File: src/rtl/mult_pipe_fu.sv
// mult_pipe_fu: fully pipelined multiply functional unit (MUL, MULH, MULHSU, MULHU).
//
// Accepts one operation per cycle and returns its result STAGES cycles later.
// It uses the same execute/complete/branch-recover handshake as the single-cycle ALU.
// Each stage adds one C = XLEN/STAGES bit slice of opb's partial product into a
// 2*XLEN accumulator. The last stage applies the sign correction for a negative
// extended opb.
//
// Ports:
//   clk, reset            clock, synchronous active-high reset
//   opa, opb              operands (XLEN)
//   func                  ALU function code (5 bits); only the four multiply codes are legal
//   dest_reg_i            destination physical tag (TAG_W)
//   dest_reg_sel_i        destination select (2 bits: 0 = DEST_RD, 1 = DEST_NONE)
//   execute_en_i          issue strobe, honoured only while ready_o = 1
//   complete_en_i         CDB grant for the result held in the output slot
//   branch_recover_i      bit 0 flushes every in-flight op; bit 1 is ignored
//   ready_o               the unit accepts an op this cycle
//   done_o                the output slot holds a finished result
//   result_o, dest_reg_o, dest_reg_sel_o   contents of the output slot
//   regfile_wr_en_o       complete_en_i & done_o & (dest_reg_sel_o == DEST_RD)
//
// Optional feature, enabled by defining MULT_PIPE_FU_STALL_CNT_EN:
//   stall_cnt_o (32)      cycles spent stalled
//   op_cnt_o    (32)      accepted operations
module mult_pipe_fu #(
  parameter int XLEN        = 32,
  parameter int STAGES      = 4,
  parameter int PREG_NUMBER = 64,
  localparam int TAG_W      = $clog2(PREG_NUMBER)
) (
  input  logic             clk,
  input  logic             reset,
  input  logic [XLEN-1:0]  opa,
  input  logic [XLEN-1:0]  opb,
  input  logic [4:0]       func,
  input  logic [TAG_W-1:0] dest_reg_i,
  input  logic [1:0]       dest_reg_sel_i,
  input  logic             execute_en_i,
  input  logic             complete_en_i,
  input  logic [1:0]       branch_recover_i,
  output logic             ready_o,
  output logic             done_o,
  output logic [XLEN-1:0]  result_o,
  output logic [TAG_W-1:0] dest_reg_o,
  output logic [1:0]       dest_reg_sel_o,
  output logic             regfile_wr_en_o
`ifdef MULT_PIPE_FU_STALL_CNT_EN
  ,
  output logic [31:0]      stall_cnt_o,
  output logic [31:0]      op_cnt_o
`endif
);

  localparam int C  = XLEN / STAGES;
  localparam int AW = 2 * XLEN;

  localparam logic [4:0] ALU_MUL    = 5'h0a;
  localparam logic [4:0] ALU_MULH   = 5'h0b;
  localparam logic [4:0] ALU_MULHSU = 5'h0c;
  localparam logic [4:0] ALU_MULHU  = 5'h0d;

  localparam logic [1:0] DEST_RD   = 2'd0;
  localparam logic [1:0] DEST_NONE = 2'd1;

  // Extend an operand to XLEN+1 bits, either sign- or zero-extended.
  function automatic logic signed [XLEN:0] ext_op(logic [XLEN-1:0] op, logic sgn);
    return $signed({sgn & op[XLEN-1], op});
  endfunction

  // Signed extended operand times an unsigned slice of opb, shifted into place,
  // modulo 2^(2*XLEN).
  function automatic logic signed [AW-1:0] part_prod(logic signed [XLEN:0] a,
                                                     logic [C-1:0] c,
                                                     int unsigned sh);
    logic signed [AW-1:0] a_w;
    logic signed [AW-1:0] c_w;
    a_w = AW'(a);
    c_w = AW'({1'b0, c});
    return (a_w * c_w) <<< sh;
  endfunction

  // Pick the low or high word of the accumulator. Illegal codes give a marker value.
  function automatic logic [XLEN-1:0] sel_result(logic [4:0] f, logic signed [AW-1:0] acc);
    case (f)
      ALU_MUL:                         return acc[XLEN-1:0];
      ALU_MULH, ALU_MULHSU, ALU_MULHU: return acc[AW-1:XLEN];
      default:                         return XLEN'(32'hfacebeec);
    endcase
  endfunction

  logic flush;
  logic stall;

  // Stage registers; index STAGES-1 is the output slot.
  logic                    vld_p  [STAGES];
  logic [TAG_W-1:0]        tag_p  [STAGES];
  logic [1:0]              sel_p  [STAGES];
  logic [4:0]              func_p [STAGES];
  logic signed [XLEN:0]    opa_p  [STAGES];
  logic signed [XLEN:0]    opb_p  [STAGES];
  logic signed [AW-1:0]    acc_p  [STAGES];

  // Values entering each stage and the stage's next accumulator.
  logic                    in_vld  [STAGES];
  logic [TAG_W-1:0]        in_tag  [STAGES];
  logic [1:0]              in_sel  [STAGES];
  logic [4:0]              in_func [STAGES];
  logic signed [XLEN:0]    in_opa  [STAGES];
  logic signed [XLEN:0]    in_opb  [STAGES];
  logic signed [AW-1:0]    in_acc  [STAGES];
  logic signed [AW-1:0]    nxt_acc [STAGES];

  assign flush   = branch_recover_i[0];
  assign done_o  = vld_p[STAGES-1];
  // A full output slot that is not granted the CDB freezes the whole pipe.
  assign stall   = done_o & ~complete_en_i;
  assign ready_o = ~stall | flush;

  genvar k;
  generate
    for (k = 0; k < STAGES; k++) begin : g_stage
      logic signed [AW-1:0] sum;

      if (k == 0) begin : g_issue
        assign in_vld[k]  = execute_en_i;
        assign in_tag[k]  = dest_reg_i;
        assign in_sel[k]  = dest_reg_sel_i;
        assign in_func[k] = func;
        assign in_opa[k]  = ext_op(opa, func != ALU_MULHU);
        assign in_opb[k]  = ext_op(opb, (func == ALU_MUL) || (func == ALU_MULH));
        assign in_acc[k]  = '0;
      end else begin : g_chain
        assign in_vld[k]  = vld_p[k-1];
        assign in_tag[k]  = tag_p[k-1];
        assign in_sel[k]  = sel_p[k-1];
        assign in_func[k] = func_p[k-1];
        assign in_opa[k]  = opa_p[k-1];
        assign in_opb[k]  = opb_p[k-1];
        assign in_acc[k]  = acc_p[k-1];
      end

      assign sum = in_acc[k] + part_prod(in_opa[k], in_opb[k][k*C +: C], k*C);

      if (k == STAGES - 1) begin : g_last
        // opb_ext bit XLEN carries weight -2^XLEN, which the unsigned slices miss.
        assign nxt_acc[k] = in_opb[k][XLEN] ? sum - (AW'(in_opa[k]) <<< XLEN) : sum;
      end else begin : g_mid
        assign nxt_acc[k] = sum;
      end
    end
  endgenerate

  // ---- stage boundary: valid bits (reset and flush clear, stall holds) ----
  always_ff @(posedge clk) begin
    if (reset || flush) begin
      for (int i = 0; i < STAGES; i++) vld_p[i] <= 1'b0;
    end else if (!stall) begin
      for (int i = 0; i < STAGES; i++) vld_p[i] <= in_vld[i];
    end
  end

  // ---- stage boundary: payload registers, qualified by the valid bits ----
  always_ff @(posedge clk) begin
    if (!stall) begin
      for (int i = 0; i < STAGES; i++) begin
        tag_p[i]  <= in_tag[i];
        sel_p[i]  <= in_sel[i];
        func_p[i] <= in_func[i];
        opa_p[i]  <= in_opa[i];
        opb_p[i]  <= in_opb[i];
        acc_p[i]  <= nxt_acc[i];
      end
    end
  end

  // The payload is never reset, so an empty slot presents the idle values.
  assign result_o        = done_o ? sel_result(func_p[STAGES-1], acc_p[STAGES-1]) : '0;
  assign dest_reg_o      = done_o ? tag_p[STAGES-1] : '0;
  assign dest_reg_sel_o  = done_o ? sel_p[STAGES-1] : DEST_NONE;
  assign regfile_wr_en_o = complete_en_i & done_o & (dest_reg_sel_o == DEST_RD);

  logic unused_bits;
  assign unused_bits = ^{branch_recover_i[1], opa_p[STAGES-1], opb_p[STAGES-1]};

`ifdef MULT_PIPE_FU_STALL_CNT_EN
  always_ff @(posedge clk) begin
    if (reset) begin
      stall_cnt_o <= '0;
      op_cnt_o    <= '0;
    end else begin
      if (stall) stall_cnt_o <= stall_cnt_o + 32'd1;
      if (execute_en_i && !stall && !flush) op_cnt_o <= op_cnt_o + 32'd1;
    end
  end
`endif

endmodule

File: config.mk
export PLATFORM = sky130hd
export DESIGN_NAME = mult_pipe_fu
export DESIGN_NICKNAME = d
export VERILOG_FILES = /design/src/rtl/mult_pipe_fu.sv
export SDC_FILE = /design/constraint.sdc
export NUM_CORES = 2
export LEC_CHECK = 0
export CAP_MARGIN = 30
export CORE_UTILIZATION = 40
export DETAILED_ROUTE_END_ITERATION = 7
export GPL_TIMING_DRIVEN = 0
export PLACE_DENSITY = 0.52
export SLEW_MARGIN = 20
export SYNTH_ARGS = -nofsm -noshare
export SYNTH_HDL_FRONTEND = slang
export SYNTH_SLANG_ARGS = --single-unit
File: constraint.sdc
create_clock -name clk -period 21.7 [get_ports clk]
set_input_delay 4.34 -clock clk [delete_from_list [all_inputs] [get_ports clk]]
set_output_delay 4.34 -clock clk [all_outputs]
set_load 0.02 [all_outputs]
# Yosys cells after proc, flatten, opt, wreduce, memory -nomap -nowiden
# Memories as Yosys holds them, arrays and structs flattened.
# Cells that the tools add are included.
# op_classes
addsub	4
multipliers	4
n_div	0
magnitude_cmp	0
eq_ne	7
shift	0
n_mux	14
bitwise	12
reduce_logical	4
# op_table
op	n
$mul A33 B9 Y42	3
$add A64 B50 Y64	1
$add A64 B58 Y64	1
$add A64 B64 Y64	1
$mux W64	1
$pmux W32 S2	1
$sub A64 B64 Y64	1
$mul A33 B9 Y40	1
$mux W32	1
$eq A5 B4 Y1 const B	6
$mux W1	9
$mux W6	1
$and A1 B1 Y1	5
$ne A5 B4 Y1 const B	1
$or A1 B1 Y1	5
$reduce_or A3 Y1	1
$logic_not A2 Y1	1
$logic_or A1 B1 Y1	2
$mux W2	1
$not A1 Y1	2
# word_totals
regBits	0
latch_bits	0
ramBits	576
mem_bits_ro	0
inputBits	83
output_inout_bits	43
elab_cells	52
memories	7
# memory_table
name	words	word_bits	read_ports	rd_clocked_by_memory_dff	wr	line_no	text
acc_p	4	64	4	0	4	102	logic signed [AW-1:0] acc_p [STAGES];
opa_p	4	33	3	0	4	100	logic signed [XLEN:0] opa_p [STAGES];
opb_p	4	33	3	0	4	101	logic signed [XLEN:0] opb_p [STAGES];
tag_p	4	6	4	0	4	97	logic [TAG_W-1:0] tag_p [STAGES];
func_p	4	5	4	0	4	99	logic [4:0] func_p [STAGES];
sel_p	4	2	4	0	4	98	logic [1:0] sel_p [STAGES];
+1 memories	n/a	n/a	n/a	n/a	n/a	n/a	

# Logic depth before layout (Yosys ltp)
# depth
ltp_word	6
mapped_depth	44
depth_no_buf	43

# Least setup slack after synthesis
# No wires, ideal clock.
# synth_path
kind	input-to-reg
start	input complete_en_i
end	memory vld_p[0][0], enable pin
setup_time_ps	333
t_arrival_ps	13609
required_ps	21367
path_slack_ps	7758
cell_stages	3
n_path_buf	0
path_cell_list	nor2b_1 -> inv_1 -> or3_1
# synth_rtl
item	line_no	text
start, declared	40	input logic complete_en_i,
end, declared	96	logic vld_p [STAGES];

==> metrics <==
asr flop ratio synth=0%; core footprint=between 0.1 and 0.15 mm²; total of max-cap violations=0; count of different cell masters after synthesis=83; Worst Path Required=around 22000 ps; Netlist Area Pre-Place=0.0576 mm²; crit path kind=input port to register; Worst-Skew Late Latency=660 ps; initial antenna violation count=2; HP Class=register to register; largest cells by area after synthesis=fa_1 (28%), edfxtp_1 (23%), ha_1 (11%); final wirelength=~150 mm; I/O Pins=126; Worst Skew=57.2 ps; H-tree lvl count=2; commonest cells in the netlist=inv_1 (1117), fa_1 (815), and2_1 (667), nand2_1 (561), ha_1 (494); Syn Area/Cell=9.82 µm²; site row count=138; setup ws final=10820 ps; syn nets=7264; CTS clock-pin slew for the worst setup and hold paths=60 ps; Die H=about 380 µm; Antenna Violating Nets Remaining=0; count leader, synth=inv_1; Synth Warn #=0; GRT Residual Overflow=0; global placer's final weighted congestion=slightly below 0.9; CP endpoint kind=register; largest net degree at the start of global routing=about 100; sequential share of the synthesized area=22.9%; number of flops mapped to enable cells by yosys=440; Num Clock Sinks=440; gr usage total=20.7%; Slew headroom=34.6%; Vias=about 40000; number of hold buffers added after CTS=0; vias in the first global route=42300; setup tns final=0 ps; fin crit period=10880 ps; status=finished, final reports clean; FF-to-FF Start=opb_p[2][25]$_DFFE_PN_; Critical Path Fanout Max=10; Layout Nets=~7500; final cycle utilization of the critical path=50.1%; CP peak stage delay=840 ps; CTS buffer count=52; hold depth=0; worst min-delay path startpoint=acc_p[2][11]$_DFFE_PN_; DR iter-0 viols=1853; Synth top area share=28.3%; die area=0.146 mm²; Final Hold Violating Endpoints=0; Critical-path top delay cell=clkdlybuf4s50_1; Starting Density=40.5%; RSZ-0062 raised after global routing=false; fmax=91.9 MHz; reg2reg setup slack=11380 ps; CP startpoint kind=input port; clock root cell=clkbuf_16; Main synth FF type=edfxtp_1; Placement Cell Area=0.0614 mm²; P&R area growth vs syn=9.61%; DR vias/cell=4.98; Synth Instances=5872; worst min-delay path endpoint=acc_p[3][11]$_DFFE_PN_; FF-to-FF End=acc_p[3][63]$_DFFE_PN_; worst slew pin tran=~980 ps; DR pass1 iterations=5; DR WL/cell=18.6 µm; Setup-failing EPs final=0; number of post-CTS setup repair buffers=0; first-pass GRT wire length=235 mm; post-synthesis register bit count=440; DRC violations left=0; share of layout cells above drive strength 1=2.41%; CTS Buffer Depth=3; pre-CTS WS=just over 10000 ps; Port Buf Inserts=around 120; fin area=0.0632 mm²; CTS tree=built; post-CTS sizing=0; WP data arrival=roughly 11000 ps; Max Slew Vio Count=0; Final HPWL DP=126 mm; die width=about 380 µm; largest area contributor in the netlist=fa_1; worst path cell trace=clkdlybuf4s50_1, clkbuf_1, nand2_1, fa_1, inv_1, fa_1, inv_1, fa_1, inv_1, fa_1, ha_1, a21o_1, a21o_1, a221oi_1, nor3_1, o21ai_0, nand3_1, nand3_1, nand2_1, nand4_1, a31oi_1, xnor2_1; cell count of the worst reg-to-reg path=37; most used cell, CP=fa_1
-- stage by stage --
stage | std cells | hold slack (ps) | utilization [%]
after CTS | 7990 | 412 | 44.4
after global placement | 7885 | 401 | 43.0
final | 7996 | 407 | 44.4
after floorplan | 5872 | 400 | -
after global routing | 7992 | 418 | 44.4
after detailed placement | 7893 | 405 | 43.2
-- final cells by class --
cell class / instances / area, µm²
multi-input cells: 4171 / 39700
clock buffers: 59 / 1330
fillers: 13900 / 79100
repair buffers: 132 / 1400
diodes: 5 / 12.5
inverters: 1117 / 4200
plain buffers: 144 / 549
flip-flops and latches: 440 / 13200
well taps: 1890 / 2360
clock inverters: 38 / 422
-- state kept, by name (all words and copies together), names as in the netlist --
name	flops
acc_p	234
opa_p	99
opb_p	51
tag_p	24
func_p	20
sel_p	8
vld_p	4
-- critical path, delay by kind of cell --
| kind | cells | cell delay (ps) |
|---|---|---|
| AO/OA/AOI/OAI | 5 | 1440 |
| buffers and inverters | 5 | 1670 |
| AND/OR/NAND/NOR | 6 | 1080 |
| XOR/XNOR | 1 | 320 |
| adder cells (fa/ha/maj) | 5 | 2420 |
-- worst max-delay path by stage --
stage | cells past startpoint | start | slack (ps) | to
floorplan | 3 | complete_en_i | 7760 | vld_p[0][0]$_SDFFCE_PN0P_
global placement | 4 | complete_en_i | 3570 | vld_p[0][0]$_SDFFCE_PN0P_
finish | 22 | opb[1] | 10820 | acc_p[0][62]$_DFFE_PN_
global route | 24 | opb[1] | 10460 | acc_p[0][40]$_DFFE_PN_
detailed placement | 22 | opb[1] | 10190 | acc_p[0][62]$_DFFE_PN_
CTS | 24 | opb[1] | 10860 | acc_p[0][40]$_DFFE_PN_
-- cells in the final DEF, fill, tap and decap left out, types with 13 or more instances in the layout --
cell             count
o21ai_0            132
fa_1               815
a22oi_1             34
a21boi_0            26
o21bai_1            48
nand2_1            561
clkbuf_16           52
and3_1              27
ha_1               494
xor2_1              78
nand3_1             46
a21oi_1            256
a31oi_1             27
inv_1             1116
edfxtp_1           440
nand2b_1            44
o211ai_1            16
or2_2               13
nor2b_1             37
clkbuf_1           147
o21a_1              48
nand4_1             22
and2_1             667
clkdlybuf4s50_1    123
o31ai_1             19
a211oi_1            36
a21o_1             148
xnor2_1            209
mux2_2              15
nor2_1             153
nor3_1              51
-- per-layer routing --
layer / GRT usage [%] / vias to the layer above / wire length (µm)
met1: 26.8 / 19800 / 66500
met3: 1.68 / 188 / 4030
li1: - / 19300 / -
met4: 7.70 / 0 / 6210
met2: 36.0 / 570 / 72300
met5: 0 / - / 0
-- kinds of logic (layout without fill, tap and decap cells) --
kind of cell | after synthesis | after routing | share of synthesized area, %
mux | 17 | 17 | 0.328
compound gates | 892 | 892 | 10.2
other cells | 0 | 5 | 0
buf+inv | 1261 | 1490 | 8.23
xor+xnor | 288 | 288 | 4.40
simple gates | 1665 | 1665 | 14.9
fa+ha+maj | 1309 | 1309 | 39.0
flops | 440 | 440 | 22.9
Power is left out: the tool's default activity adds up to more than one toggle a clock period on the data nets, which glitch-free logic cannot reach.
